$ cat config.mk
export PLATFORM = sky130hd
export DESIGN_NAME = digit_serial_adder
export DESIGN_NICKNAME = d
export VERILOG_FILES = /design/src/rtl/digit_serial_adder.sv
export SDC_FILE = /design/constraint.sdc
export NUM_CORES = 1
export LEC_CHECK = 0
export CAP_MARGIN = 20
export CORE_MARGIN = 5
export CORE_UTILIZATION = 24
export DETAILED_ROUTE_END_ITERATION = 6
export PLACE_DENSITY = 0.52
export SLEW_MARGIN = 15
export SYNTH_ARGS = -nofsm -noshare
export SYNTH_HDL_FRONTEND = slang
export SYNTH_SLANG_ARGS = --single-unit
export TNS_END_PERCENT = 30
$ cat constraint.sdc
create_clock -name clk -period 2.3 [get_ports clk]
set_input_delay 0.23 -clock clk [delete_from_list [all_inputs] [get_ports clk]]
set_output_delay 0.23 -clock clk [all_outputs]
set_load 0.01 [all_outputs]
$ cat src/rtl/digit_serial_adder.sv
// Digit-serial add/subtract unit: DIGIT full-adder cells per clock with a registered
// carry, framed by a ready/start/done handshake; results hold until the next completion.
module digit_serial_adder #(
  parameter int WIDTH = 8,
  parameter int DIGIT = 2
) (
  input  logic             clk,
  input  logic             rst_n,
  input  logic             start,
  input  logic             sub,
  input  logic [WIDTH-1:0] a,
  input  logic [WIDTH-1:0] b,
  output logic             ready,
  output logic             busy,
  output logic             done,
  output logic [WIDTH-1:0] sum,
  output logic             cout,
  output logic             ovf
);

  localparam int N  = WIDTH / DIGIT;
  localparam int CW = (N > 1) ? $clog2(N) : 1;

  generate
    if (WIDTH < 2 || DIGIT < 1 || DIGIT > WIDTH || (WIDTH % DIGIT) != 0) begin : g_bad_params
      $error("digit_serial_adder: WIDTH must be >= 2 and a multiple of DIGIT");
    end
  endgenerate

  typedef enum logic [1:0] {IDLE, RUN, DONE} state_t;

  state_t           state, state_next;
  logic [WIDTH-1:0] areg, breg, psum, psum_next, sext;
  logic             carry;
  logic [CW-1:0]    cnt;
  logic [DIGIT-1:0] dsum;
  logic [DIGIT:0]   c;
  logic             last;

  assign last = (cnt == CW'(N - 1));

  always_ff @(posedge clk) begin
    if (!rst_n) state <= IDLE;
    else        state <= state_next;
  end

  always_comb begin
    state_next = state;
    ready      = 1'b0;
    busy       = 1'b0;
    done       = 1'b0;
    case (state)
      IDLE: begin
        ready = 1'b1;
        if (start) state_next = RUN;
      end
      RUN: begin
        busy = 1'b1;
        if (last) state_next = DONE;
      end
      DONE: begin
        done       = 1'b1;
        state_next = IDLE;
      end
      default: state_next = IDLE;
    endcase
  end

  // Ripple chain of DIGIT full-adder cells; the digit sum enters psum from the top.
  always_comb begin
    c[0] = carry;
    dsum = '0;
    for (int i = 0; i < DIGIT; i++) begin
      dsum[i]  = areg[i] ^ breg[i] ^ c[i];
      c[i + 1] = (areg[i] & breg[i]) | (c[i] & (areg[i] ^ breg[i]));
    end
    sext              = '0;
    sext[DIGIT-1:0]   = dsum;
    psum_next         = (psum >> DIGIT) | (sext << (WIDTH - DIGIT));
  end

  always_ff @(posedge clk) begin
    if (!rst_n) begin
      areg  <= '0;
      breg  <= '0;
      psum  <= '0;
      carry <= 1'b0;
      cnt   <= '0;
      sum   <= '0;
      cout  <= 1'b0;
      ovf   <= 1'b0;
    end else begin
      case (state)
        IDLE: begin
          if (start) begin
            areg  <= a;
            breg  <= sub ? ~b : b;
            carry <= sub;
            cnt   <= '0;
          end
        end
        RUN: begin
          areg  <= areg >> DIGIT;
          breg  <= breg >> DIGIT;
          psum  <= psum_next;
          carry <= c[DIGIT];
          cnt   <= cnt + CW'(1);
          // Overflow compares the carries into and out of the MSB cell of the last digit.
          if (last) begin
            sum  <= psum_next;
            cout <= c[DIGIT];
            ovf  <= c[DIGIT] ^ c[DIGIT-1];
          end
        end
        default: ;
      endcase
    end
  end

endmodule

==> results.toml, run 1 <==
[yosys]
synthTopCellsByCount = "dfxtp_1, nand2_1, a21oi_1, nor2_1, o21ai_0"
synth.area.top_cells = "dfxtp_1, nand2_1, a211oi_2"
synth_top_cell_by_area = "dfxtp_1"
synth_top_flop_cell = "dfxtp_1"
syn_avg_cell_area_um2 = 9.37
netlist_area_mm2 = 0.00173
async_reset_ff_share_pct = 0
synth-edff-count = 0
yosysMostFrequentCell = "dfxtp_1"
yosysUniqueCellTypes = 36
ys_seq_area_share_pct = 42.7
synth_nets = 208
yosys_warnings = 0
synthCells = 185
ys_ff_latch = 37
yosysTopAreaCellShare_pct = 42.7

[drt]
ant_nets = 0
routed_wl_mm = 3.94
detail_route.first_pass.iterations = 4
vias_per_cell = 4.38
routedWlPerCell_um = 12.5
drt_iter0_drc = 43
vias = 1384
drc_errors = 0

[global_route]
first_global_vias = 1475
grt_max_degree = 18
grtUsageTotal_pct = 9.79
gr-total-overflow = 0
antenna_found_initial = 0
grt_pass1_wl_mm = 6.96

[pwr]
p_leak_uw = 0.000735
power_density_mw_per_mm2 = 670
p_sw_uw = 370
internal_power_uw = 1130
p_sw_share_pct = 24.7
ir_drop_mv = 0.265
p_comb_share_pct = 13.5
p_clk_share_pct = 39.6
seqPwrFrac_pct = 46.9

[floorplanning]
initial_core_util_pct = 24.3
dieArea_mm2 = 0.00902
top_level_ports = 33
die_h_um = 95.0
core_area_mm2 = 0.00714
core.rowCount = 31
die_w_um = 95.0

[timing]
fin_crit_sh_pct = 94.1
slew_headroom_pct = 61.4
worstMarginPinSlew_ns = 0.579
hold_violations = 0
setup_viol = 0
grt_setup_unrepaired = "no"
slew_violations = 0
tns_ns = 0
max_freq_mhz = 462
period_minus_slack_ns = 2.16
skew_ns = 0.00837

[critical_path]
r2r_end = "ovf$_SDFFE_PN0P_"
crit_required_ns = 2.07
start_kind = "flop"
slowest_stage = "dfxtp_1"
cp.arrival_ns = 1.93
cpLargestDelayFamily = "buffers and inverters"
ff2ff_path_depth = 5
r2r_setup_slack_ns = 0.46
critPathMaxStageDelay_ns = 0.65
path_max_fanout = 16
worstPathCellList = "nand2b_4 > inv_4 > clkdlybuf4s50_1"
worst_setup_path_end_kind = "output pin"
crit_type = "reg2out"
reg2reg_from = "areg[0]$_SDFFE_PN0P_"
crit_buf_inv = 2

[hold_path]
hp-start = "sum[0]$_SDFFE_PN0P_"
holdPathStages = 2
min_path_type = "reg2reg"
holdPathEnd = "sum[0]$_SDFFE_PN0P_"

[cts]
postCtsResizedCells = 0
cts_tree = "done"
numCtsBuffers = 5
htree_levels = 2
clk_path_buf_depth = 2
cts_hold_buffers = 0
clkTransAtPathRegs_ns = 0.08
clock_sinks = 37
clk_latency_ns = 0.29
cts.root.buffer_cell = "clkbuf_8"
postCtsSetupBuffers = 0

[final_layout]
area_delta_synth_final_pct = 29.0
drive_gt1_share_pct = 13.8
finalNonFillerCells = 316
nNetsFinal = 239
diodes = 0

[outcome]
status = "finished, final reports clean"

[placement]
place_hpwl_mm = 2.89
dp.cells = 308
gp_congestion = 0.741
io_buffer_count = 32

[flow_run]
max_cap_viol_count = 0
[power groups by stage]
stage          Combinational [µW]  Clock [µW]  Sequential (µW)
3_5_place_dp                  205           0              717
3_3_place_gp                  204           0              717
2_1_floorplan                 144           0              706
4_1_cts                       206         605              702
5_1_grt                       228         632              708
6_report                      203         592              702
[cells by family (layout without fill, tap and decap cells)]
| family | after synthesis | in the layout | share of synthesized area (%) |
|---|---|---|---|
| flip-flops | 37 | 37 | 42.7 |
| AO/OA/AOI/OAI | 57 | 57 | 25.1 |
| adder cells (fa/ha/maj) | 3 | 3 | 3.03 |
| AND/OR/NAND/NOR | 56 | 56 | 16.5 |
| buffers and inverters | 23 | 55 | 8.09 |
| XOR/XNOR | 9 | 9 | 4.55 |
[worst register-to-register path: stages, from the launching register on]
cell and delay (ns):
dfxtp_1 0.36, inv_1 0.07, fa_1 0.47, fa_1 0.47, xnor2_1 0.24, a211oi_2 0.09
[cells in the final DEF (no fill, tap or decap), drive strengths merged, types with 4 or more instances in the layout]
cell type,instances
o221ai,9
xnor2,7
clkbuf,6
buf,5
dfxtp,37
a22oi,4
nor2,12
o21ai,10
nand2,26
a211oi,8
clkdlybuf4s50,32
a21oi,16
nand3,6
inv,9
or3b,6
[worst max path at each step]
stage                     cells after the start  slack (ns)                to                  start
after floorplan                               5        0.59  ovf$_SDFFE_PN0P_   areg[0]$_SDFFE_PN0P_
after global placement                        5        0.44  ovf$_SDFFE_PN0P_   areg[0]$_SDFFE_PN0P_
after detailed placement                      3        0.45              busy  state[0]$_SDFFE_PN0P_
after CTS                                     3        0.13              busy  state[0]$_SDFFE_PN0P_
after global routing                          3       0.001              busy  state[0]$_SDFFE_PN0P_
final                                         3        0.14              busy  state[0]$_SDFFE_PN0P_
[through the flow]
| stage | total power, µW | hold slack [ns] | cell area, µm² | util (%) | worst slack, ns |
|---|---|---|---|---|---|
| after detailed placement | 923 | 0.450 | 2110 | 29.6 | 0.450 |
| after CTS | 1510 | 0.462 | 2230 | 31.3 | 0.129 |
| after global placement | 921 | 0.449 | 2110 | 29.6 | 0.443 |
| final | 1500 | 0.460 | 2230 | 31.3 | 0.135 |
| after floorplan | 851 | 0.393 | 1730 | - | 0.595 |
| after global routing | 1570 | 0.489 | 2230 | 31.3 | 0.00120 |
[sequential cells by signal, indices dropped and copies added, names as in the netlist]
name   count
cout       1
cnt        2
sum        8
carry      1
psum       6
breg       8
state      2
ovf        1
areg       8
[layer usage]
metal	global-route usage, %	up-vias	part of all wire (%)
li1	-	713	-
met1	13.3	624	49
met2	14.7	38	45
met3	2.71	9	5.0
met4	3.73	0	1.7
met5	0	-	0
[area by class of cell]
cell class | count | area, µm²
repair buffers | 37 | 358
clock buffers | 6 | 82.6
clock inverters | 2 | 37.5
multi-input cells | 125 | 852
well taps | 99 | 124
inverters | 10 | 40.0
fillers | 799 | 4900
flip-flops and latches | 37 | 741
Power figures use the tool's default switching activity.
==> run 2: changes to the inputs <==
Settings changed: CTS_CLUSTER_SIZE set to 16.
==> results of run 2 <==
The final DEF is identical to that of run 1; final timing and power are the same.
==> run 3: changes to the inputs <==
Settings changed: CORE_UTILIZATION 24 to 51, PLACE_DENSITY 0.52 to 0.88.
==> run 3 against run 2 <==
  * Routed wire length is 10% lower
  * Clock power is 5.4% lower
  * Maximum frequency is 8.4% higher
  * Clock-buffer cell count is 1 lower
  * Die area is 48% lower
  * Cell count is 17% lower
  * Total power is 2.1% lower
  * Sequential power hardly changed
  * Non-clock buffer count is 1 lower
  * Largest power group unchanged
==> results.toml, run 3 (synthesized netlist as in run 1, its figures left out) <==
[cts]
postCtsResizedCells = 0
cts_hold_buffers = 0
postCtsSetupBuffers = 0
cts.root.buffer_cell = "clkbuf_4"
numCtsBuffers = 5
htree_levels = 2
clk_path_buf_depth = 2
clk_latency_ns = 0.35
cts_tree = "done"
clkTransAtPathRegs_ns = 0.11
clock_sinks = 37

[drt]
vias_per_cell = 5.60
detail_route.first_pass.iterations = 4
routed_wl_mm = 3.53
drt_iter0_drc = 72
drc_errors = 0
ant_nets = 0
vias = 1468
routedWlPerCell_um = 13.5

[placement]
dp_worst_setup_slack_ns = 0.490
dp.cells = 254
place_hpwl_mm = 2.51
gp_congestion = 0.830
io_buffer_count = 32
place_area_mm2 = 0.00204

[global_route]
grt_max_degree = 20
first_global_vias = 1319
grtUsageTotal_pct = 17.4
antenna_found_initial = 0
grt_pass1_wl_mm = 5.98
gr-total-overflow = 0

[final_layout]
diodes = 0
final_common_cell = "dfxtp_1"
area_delta_synth_final_pct = 23.7
fin_area_mm2 = 0.00214
fin_util_pct = 64.7
finalNonFillerCells = 262
ff_latch_area_um2 = 741
fill_cells = 288
nNetsFinal = 238
layout_common_cells = "dfxtp_1, clkdlybuf4s50_1, nand2_1"
reg_top3 = "areg (8), breg (8), sum (8)"
drive_gt1_share_pct = 13.4
multi_input_area_um2 = 852

[floorplanning]
die_h_um = 68.3
core.rowCount = 21
initial_core_util_pct = 52.3
die_w_um = 68.3
dieArea_mm2 = 0.00466
top_level_ports = 33
core_area_mm2 = 0.00331

[pwr]
p_leak_uw = 0.000728
ir_drop_mv = 0.523
power_density_mw_per_mm2 = 684

[flow_run]
max_cap_viol_count = 0

[hold_path]
holdPathEnd = "sum[0]$_SDFFE_PN0P_"
holdPathStages = 2
hp-start = "sum[0]$_SDFFE_PN0P_"
min_path_type = "reg2reg"

[timing]
hold_violations = 0
slew_violations = 0
grt_setup_unrepaired = "no"
tns_ns = 0
worstMarginPinSlew_ns = 0.555
fin_crit_sh_pct = 86.8
max_freq_mhz = 501
setup_viol = 0
slew_headroom_pct = 63.0
finalWorstSetupSlack_ns = 0.303
skew_ns = 0.00581
period_minus_slack_ns = 2.00

[critical_path]
reg2reg_from = "areg[0]$_SDFFE_PN0P_"
slowest_stage = "clkdlybuf4s50_1"
worstPathCellList = "nand2b_4 > inv_4 > clkdlybuf4s50_1"
path_max_fanout = 16
crit_type = "reg2out"
worst_setup_path_end_kind = "output pin"
cp.arrival_ns = 1.77
start_kind = "flop"
r2r_end = "ovf$_SDFFE_PN0P_"
critPathMaxStageDelay_ns = 0.57
crit_required_ns = 2.07
r2r_setup_slack_ns = 0.46
ff2ff_path_depth = 5

[outcome]
status = "finished, final reports clean"
run 3: cell types whose count changed in the layout (fill, tap and decap cells not counted), sizes merged:
cell,before,now
buf,5,4
bufinv,1,2
clkbuf,6,5
clkinv,1,2
clkinvlp,1,0
run 3: area by class of cell:
class	count	share of cell area, %
clock buffers	5	1.75
clock inverters	3	3.04
inverters	10	1.87
multi-input cells	125	39.8
flip-flops and latches	37	34.6
well taps	46	2.69
repair buffers	36	16.3
run 3: worst max path at each step:
stage          cells past startpoint                    to                   from  slack, ns
6_report                           3                  busy  state[1]$_SDFFE_PN0P_       0.30
5_1_grt                            3                  busy  state[1]$_SDFFE_PN0P_       0.21
4_1_cts                            3                  busy  state[1]$_SDFFE_PN0P_       0.29
3_5_place_dp                       4  breg[4]$_SDFFE_PN0P_                  start       0.49
3_3_place_gp                       5      ovf$_SDFFE_PN0P_   areg[0]$_SDFFE_PN0P_       0.54
2_1_floorplan                      5      ovf$_SDFFE_PN0P_   areg[0]$_SDFFE_PN0P_       0.59
run 3: per-layer routing:
layer | vias up | part of all wire [%] | track usage (%)
met3 | 9 | 6.9 | 6.24
li1 | 714 | - | -
met2 | 49 | 46 | 27.4
met4 | 0 | 2.0 | 6.70
met1 | 696 | 46 | 21.5
met5 | - | 0 | 0
run 3: power breakdown:
| part | total [µW] | leakage (µW) | internal (µW) | switching [µW] |
|---|---|---|---|---|
| combinational | 207 | 0.000371 | 99.3 | 108 |
| sequential | 699 | 0.000302 | 675 | 23.3 |
| clock | 560 | 0.0000552 | 336 | 224 |
run 3: critical path, delay by kind of cell, from the launching register on:
| kind | cells | cell delay, ns |
|---|---|---|
| flip-flops | 1 | 0.40 |
| AND/OR/NAND/NOR | 1 | 0.25 |
| buffers and inverters | 2 | 0.76 |
run 3: per-stage QoR:
stage | total power [µW] | hold WS [ns]
4_1_cts | 1470 | 0.462
3_5_place_dp | 920 | 0.445
3_3_place_gp | 913 | 0.438
6_report | 1470 | 0.459
2_1_floorplan | 851 | 0.393
5_1_grt | 1520 | 0.479
